### src/rtl/fle_fabric_param.sv
//------------------------------------------------------------------------------
// fle_fabric_param : K-input fracturable LUT with carry, two FFs and a
// serial configuration chain.  Revision 1.0
//------------------------------------------------------------------------------
`default_nettype none

module fle_fabric_param #(
  parameter int K = 4
) (
  input  logic         fabric_clk,
  input  logic         fabric_reset,
  input  logic         cfg_en,
  input  logic         ccff_head,
  input  logic         Test_en,
  input  logic         fabric_ce,
  input  logic [K-1:0] fabric_in,
  input  logic         fabric_reg_in,
  input  logic         fabric_sc_in,
  input  logic         fabric_cin,
  output logic [1:0]   fabric_out,
  output logic         fabric_reg_out,
  output logic         fabric_sc_out,
  output logic         fabric_cout,
  output logic         ccff_tail,
  output logic         cfg_done,
  output logic         cfg_err
);

  localparam int LUT_N = 1 << K;
  localparam int HALF  = LUT_N / 2;
  localparam int CFG_W = LUT_N + 6;
  localparam int CNT_W = $clog2(CFG_W + 1);
  localparam logic [CNT_W-1:0] C_CNT_FULL = CNT_W'(CFG_W);

  localparam logic [1:0] S_UNCFG   = 2'd0;
  localparam logic [1:0] S_LOADING = 2'd1;
  localparam logic [1:0] S_ACTIVE  = 2'd2;

  logic [CFG_W-1:0] r_cfg;
  logic [1:0]       r_state;
  logic [1:0]       w_next_state;
  logic [CNT_W-1:0] r_cnt;
  logic             r_err;
  logic             r_ff0;
  logic             r_ff1;
  logic             w_done;

  // Configuration chain shifts whenever enabled, regardless of state.
  always_ff @(posedge fabric_clk) begin
    if (fabric_reset) begin
      r_cfg <= '0;
    end else if (cfg_en) begin
      r_cfg <= {r_cfg[CFG_W-2:0], ccff_head};
    end
  end

  always_ff @(posedge fabric_clk) begin
    if (fabric_reset) begin
      r_state <= S_UNCFG;
    end else begin
      r_state <= w_next_state;
    end
  end

  always_comb begin
    w_next_state = r_state;
    case (r_state)
      S_UNCFG, S_ACTIVE: begin
        if (cfg_en) w_next_state = S_LOADING;
      end
      S_LOADING: begin
        if (!cfg_en) w_next_state = (r_cnt == C_CNT_FULL) ? S_ACTIVE : S_UNCFG;
      end
      default: w_next_state = S_UNCFG;
    endcase
  end

  always_comb begin
    w_done = (r_state == S_ACTIVE);
  end

  // Counter restarts at 1 on the entry shift; error is cleared on entry.
  always_ff @(posedge fabric_clk) begin
    if (fabric_reset) begin
      r_cnt <= '0;
      r_err <= 1'b0;
    end else if (r_state != S_LOADING) begin
      if (cfg_en) begin
        r_cnt <= CNT_W'(1);
        r_err <= 1'b0;
      end
    end else if (cfg_en) begin
      if (r_cnt != C_CNT_FULL) r_cnt <= r_cnt + 1'b1;
    end else if (r_cnt != C_CNT_FULL) begin
      r_err <= 1'b1;
    end
  end

  logic [LUT_N-1:0] w_lut;
  logic [HALF-1:0]  w_lo_tbl;
  logic [HALF-1:0]  w_hi_tbl;
  logic             w_h0, w_h1, w_f;
  logic             w_frac, w_arith, w_osel0, w_osel1, w_dsel0, w_dsel1;
  logic             w_c0, w_c1, w_cout;
  logic             w_d0, w_d1;

  assign w_lut    = r_cfg[LUT_N-1:0];
  assign w_lo_tbl = w_lut[HALF-1:0];
  assign w_hi_tbl = w_lut[LUT_N-1:HALF];
  assign w_h0     = w_lo_tbl[fabric_in[K-2:0]];
  assign w_h1     = w_hi_tbl[fabric_in[K-2:0]];
  assign w_f      = w_lut[fabric_in];

  assign w_frac  = r_cfg[LUT_N];
  assign w_arith = r_cfg[LUT_N+1];
  assign w_osel0 = r_cfg[LUT_N+2];
  assign w_osel1 = r_cfg[LUT_N+3];
  assign w_dsel0 = r_cfg[LUT_N+4];
  assign w_dsel1 = r_cfg[LUT_N+5];

  always_comb begin
    w_cout = 1'b0;
    if (w_arith) begin
      w_c0   = w_h0 ^ fabric_cin;
      w_cout = w_h1 | (w_h0 & fabric_cin);
      w_c1   = w_cout;
    end else if (w_frac) begin
      w_c0 = w_h0;
      w_c1 = w_h1;
    end else begin
      w_c0 = w_f;
      w_c1 = w_f;
    end
  end

  assign w_d0 = w_dsel0 ? fabric_reg_in : w_c0;
  assign w_d1 = w_dsel1 ? r_ff0 : w_c1;

  // Scan mode overrides the clock enable; FFs are held clear unless active.
  always_ff @(posedge fabric_clk) begin
    if (fabric_reset || (r_state != S_ACTIVE)) begin
      r_ff0 <= 1'b0;
      r_ff1 <= 1'b0;
    end else if (Test_en) begin
      r_ff0 <= fabric_sc_in;
      r_ff1 <= r_ff0;
    end else if (fabric_ce) begin
      r_ff0 <= w_d0;
      r_ff1 <= w_d1;
    end
  end

  logic w_active;
  assign w_active = w_done && !fabric_reset;

  assign fabric_out     = w_active ? {(w_osel1 ? r_ff1 : w_c1), (w_osel0 ? r_ff0 : w_c0)} : 2'b00;
  assign fabric_cout    = w_active && w_arith && w_cout;
  assign fabric_reg_out = !fabric_reset && r_ff1;
  assign fabric_sc_out  = !fabric_reset && r_ff1;
  assign ccff_tail      = !fabric_reset && r_cfg[CFG_W-1];
  assign cfg_done       = !fabric_reset && w_done;
  assign cfg_err        = !fabric_reset && r_err;

endmodule

`default_nettype wire

### config.mk
export PLATFORM = sky130hd
export DESIGN_NAME = fle_fabric_param
export DESIGN_NICKNAME = d
export VERILOG_FILES = /design/src/rtl/fle_fabric_param.sv
export SDC_FILE = /design/constraint.sdc
export NUM_CORES = 1
export LEC_CHECK = 0
export ABC_AREA = 1
export BUFFER_PORTS_ARGS = -buffer_cell sky130_fd_sc_hd__buf_2
export CAP_MARGIN = 25
export CORE_MARGIN = 10
export CORE_UTILIZATION = 25
export DETAILED_ROUTE_END_ITERATION = 10
export HOLD_SLACK_MARGIN = 0.1
export PLACE_DENSITY = 0.44
export REMOVE_ABC_BUFFERS = 1
export SETUP_SLACK_MARGIN = 0.4
export SLEW_MARGIN = 20
export SYNTH_ARGS = -nofsm -noshare
export SYNTH_HDL_FRONTEND = slang
export SYNTH_SLANG_ARGS = --single-unit
### constraint.sdc
create_clock -name fabric_clk -period 4.6 [get_ports fabric_clk]
set_clock_uncertainty 0.05 [all_clocks]
set_input_delay 0.23 -clock fabric_clk [delete_from_list [all_inputs] [get_ports fabric_clk]]
set_output_delay 0.23 -clock fabric_clk [all_outputs]
set_load 0.005 [all_outputs]
==> impl_metrics.toml <==
[floorplan]
start_util_pct = 25.9
io_pins = 21
die_y_um = 95.8
std_cell_rows = 27
coreArea_mm2 = 0.00554
die-area_mm2 = 0.00918
die_w_um = 95.8

[clocking]
cts.sinks = 32
clock-root-buffer = "clkbuf_8"
cts.clk_slew.worst_paths_ns = 0.07
clock_path_buffers = 2
cts-htree-levels = 2
post_cts_buffers = 0
cts_inserted_buffers = 5
cts_tree = "yes"
insertion_delay_ns = 0.28
cts-hold-fix-buffers = 0
cts_resized = 0

[placement]
dp_slack_ns = 2.64
portBuffers = 20
finalWeightedCongestion = 0.866
dp_hpwl_um = 2420
dp_cells = 281

[finish]
final_cells = 288
multi_input_area_um2 = 612
nNetsFinal = 232
drive_above_1_share_pct = 20.4
num-fill-cells = 644
seqCellArea_um2 = 641
area_growth_pct = 17.6
antenna_cells = 0

[routing]
drt_iter0_markers = 66
drtPass1Iterations = 4
routed_wl_um = 3320
viasPerCell = 4.36
num_vias = 1257
drc_errors = 0
drtAntennaViolNets = 0
routedWlPerCell_um = 11.5

[critical_path]
path_max_fanout = 3
cp_slowest_stage_delay_ns = 0.30
cp_top_family = "simple AND/OR/NAND/NOR gates"
worstSetupPathType = "reg2out"
crit_path_frequent_cell = "nand2_1"
cp_num_buf_inv = 3
critical_path_arrival_ns = 1.88
crit_slowest_cell = "dfxtp_1"
cp.required_ns = 4.32
crit_path_end_kind = "primary output"
path_cells = "inv_1 -> nand2_1 -> nand3_1 -> nand3_1 -> nand2_1 -> inv_1 -> ha_1 -> or2_2 -> nand2_1 -> a21oi_1 -> buf_2"
cp-start-kind = "flop"

[synthesis]
ys_top_cells_by_count = "nand2_1, dfxtp_1, inv_1"
synthFlopType = "dfxtp_1"
yosysTopAreaCell = "dfxtp_1"
syn_area_per_cell_um2 = 7.37
yosysTopAreaCellShare_pct = 44.6
syn_inst = 195
yosys-top-cells-area = "dfxtp_1, o22ai_1, nand2_1"
synth_area_mm2 = 0.00144
ys_seq_area_share_pct = 44.6
yosys.cell_count.top_type = "nand2_1"
ys_ff_latch = 32
yosysWarnings = 0
synth.distinct_cells = 28
synth-edff-count = 0
synthArstFlopShare_pct = 0

[timing]
fmax_mhz = 463
period_share_pct = 47.0
tightestPinTransition_ns = 0.856
fin_ws_ns = 2.44
tns_ns = 0
rsz0062_at_grt = "no"
slew_headroom_pct = 42.8
hold_viol_final = 0
final_max_slew_viol_count = 0
holdWs_ns = 0.141
final-setup-viol-count = 0
period_needed_ns = 2.16

[global_route]
grt_overflow = 0
grt_pass1_wl_um = 5710
grt_max_degree = 25
gr-usage-met2_pct = 11.6
antenna_found_initial = 0
grtUsageMet1_pct = 9.70
grt_busiest_layer = "met2"
grt_util_met3_pct = 2.26
grt_pass1_vias = 1216
grt.total_usage_pct = 7.91

[power_and_ir_drop]
pwr-share-seq_pct = 50.3
intPower_mw = 0.429
power.leakage_nw = 0.729
swShare_pct = 23.3
power.share.clock_pct = 41.4
power_switching_mw = 0.131
p_per_area_mw_per_mm2 = 331
max-vdd-ir-drop_mv = 0.0984
power_frac_comb_pct = 8.3

[job]
maxCapViolations = 0

[worst_hold_path]
hp-class = "in2reg"

[outcome]
outcome = "complete, no violations"
per-layer routing:
metal	routed length, um	part of all wire [%]	vias to the layer above
met1	1560	47	557
met4	121	3.6	0
met3	136	4.1	11
li1	-	-	673
met5	0	0	-
met2	1500	45	16
layout by cell type (no fill, tap or decap):
master,netlist,layout
a21o_1,1,1
a21oi_1,6,6
a22oi_1,1,1
a31oi_1,1,1
buf_2,0,20
clkbuf_8,0,7
dfxtp_1,32,32
ha_1,3,3
inv_1,28,28
inv_2,10,10
inv_6,1,1
nand2_1,33,33
nand2_2,2,2
nand3_1,17,17
nand3_2,1,1
nand4_1,2,2
nor2_1,16,16
nor2_2,2,2
nor3b_1,1,1
o211ai_1,1,1
o21ai_0,4,4
o21ai_1,2,2
o22ai_1,22,22
or2_2,1,1
xnor2_1,1,1
xor2_1,1,1
area by class of cell:
class	instances	share of cell area [%]
repair buffers	20	5.92
inverters	39	8.96
clock buffers	7	5.70
multi-input cells	118	36.2
well taps	72	5.33
flip-flops and latches	32	37.9
cell families after synthesis:
group / Yosys count / synth area share (%)
AND/OR/NAND/NOR: 75 / 23.0
AO/OA/AOI/OAI: 38 / 15.8
XOR/XNOR: 2 / 1.22
flip-flops: 32 / 44.6
adder cells (fa/ha/maj): 3 / 2.61
buffers and inverters: 45 / 12.9
final timing paths:
path	to	startpoint	depth (start not counted)	slack, ns
hold reg to reg	r_state[0]	r_state[0]	1	0.40
setup reg to reg	r_ff0	r_cfg[1]	12	2.85
hold / removal	r_cnt[1]	fabric_reset	2	0.14
setup / recovery	fabric_out[0]	r_cfg[1]	11	2.44
state kept, by name, indices dropped and copies added (netlist names):
signal	count
r_err	1
r_cfg	22
r_ff1	1
r_state	2
r_ff0	1
r_cnt	5
power by group through the flow:
| stage | combinational, mW | clock (mW) | sequential [mW] |
|---|---|---|---|
| floorplan | 0.0300 | 0 | 0.288 |
| global placement | 0.0468 | 0 | 0.288 |
| detailed placement | 0.0467 | 0 | 0.288 |
| CTS | 0.0469 | 0.243 | 0.282 |
| global route | 0.0537 | 0.253 | 0.282 |
| finish | 0.0462 | 0.232 | 0.282 |
metrics by stage:
stage	utilization, %	power [mW]	instance area [um2]
2_1_floorplan	-	0.318	1400
3_3_place_gp	28.8	0.335	1590
3_5_place_dp	28.8	0.335	1590
4_1_cts	30.5	0.571	1690
5_1_grt	30.5	0.589	1690
6_report	30.5	0.560	1690
No activity file was read; power rests on OpenSTA's default activity.
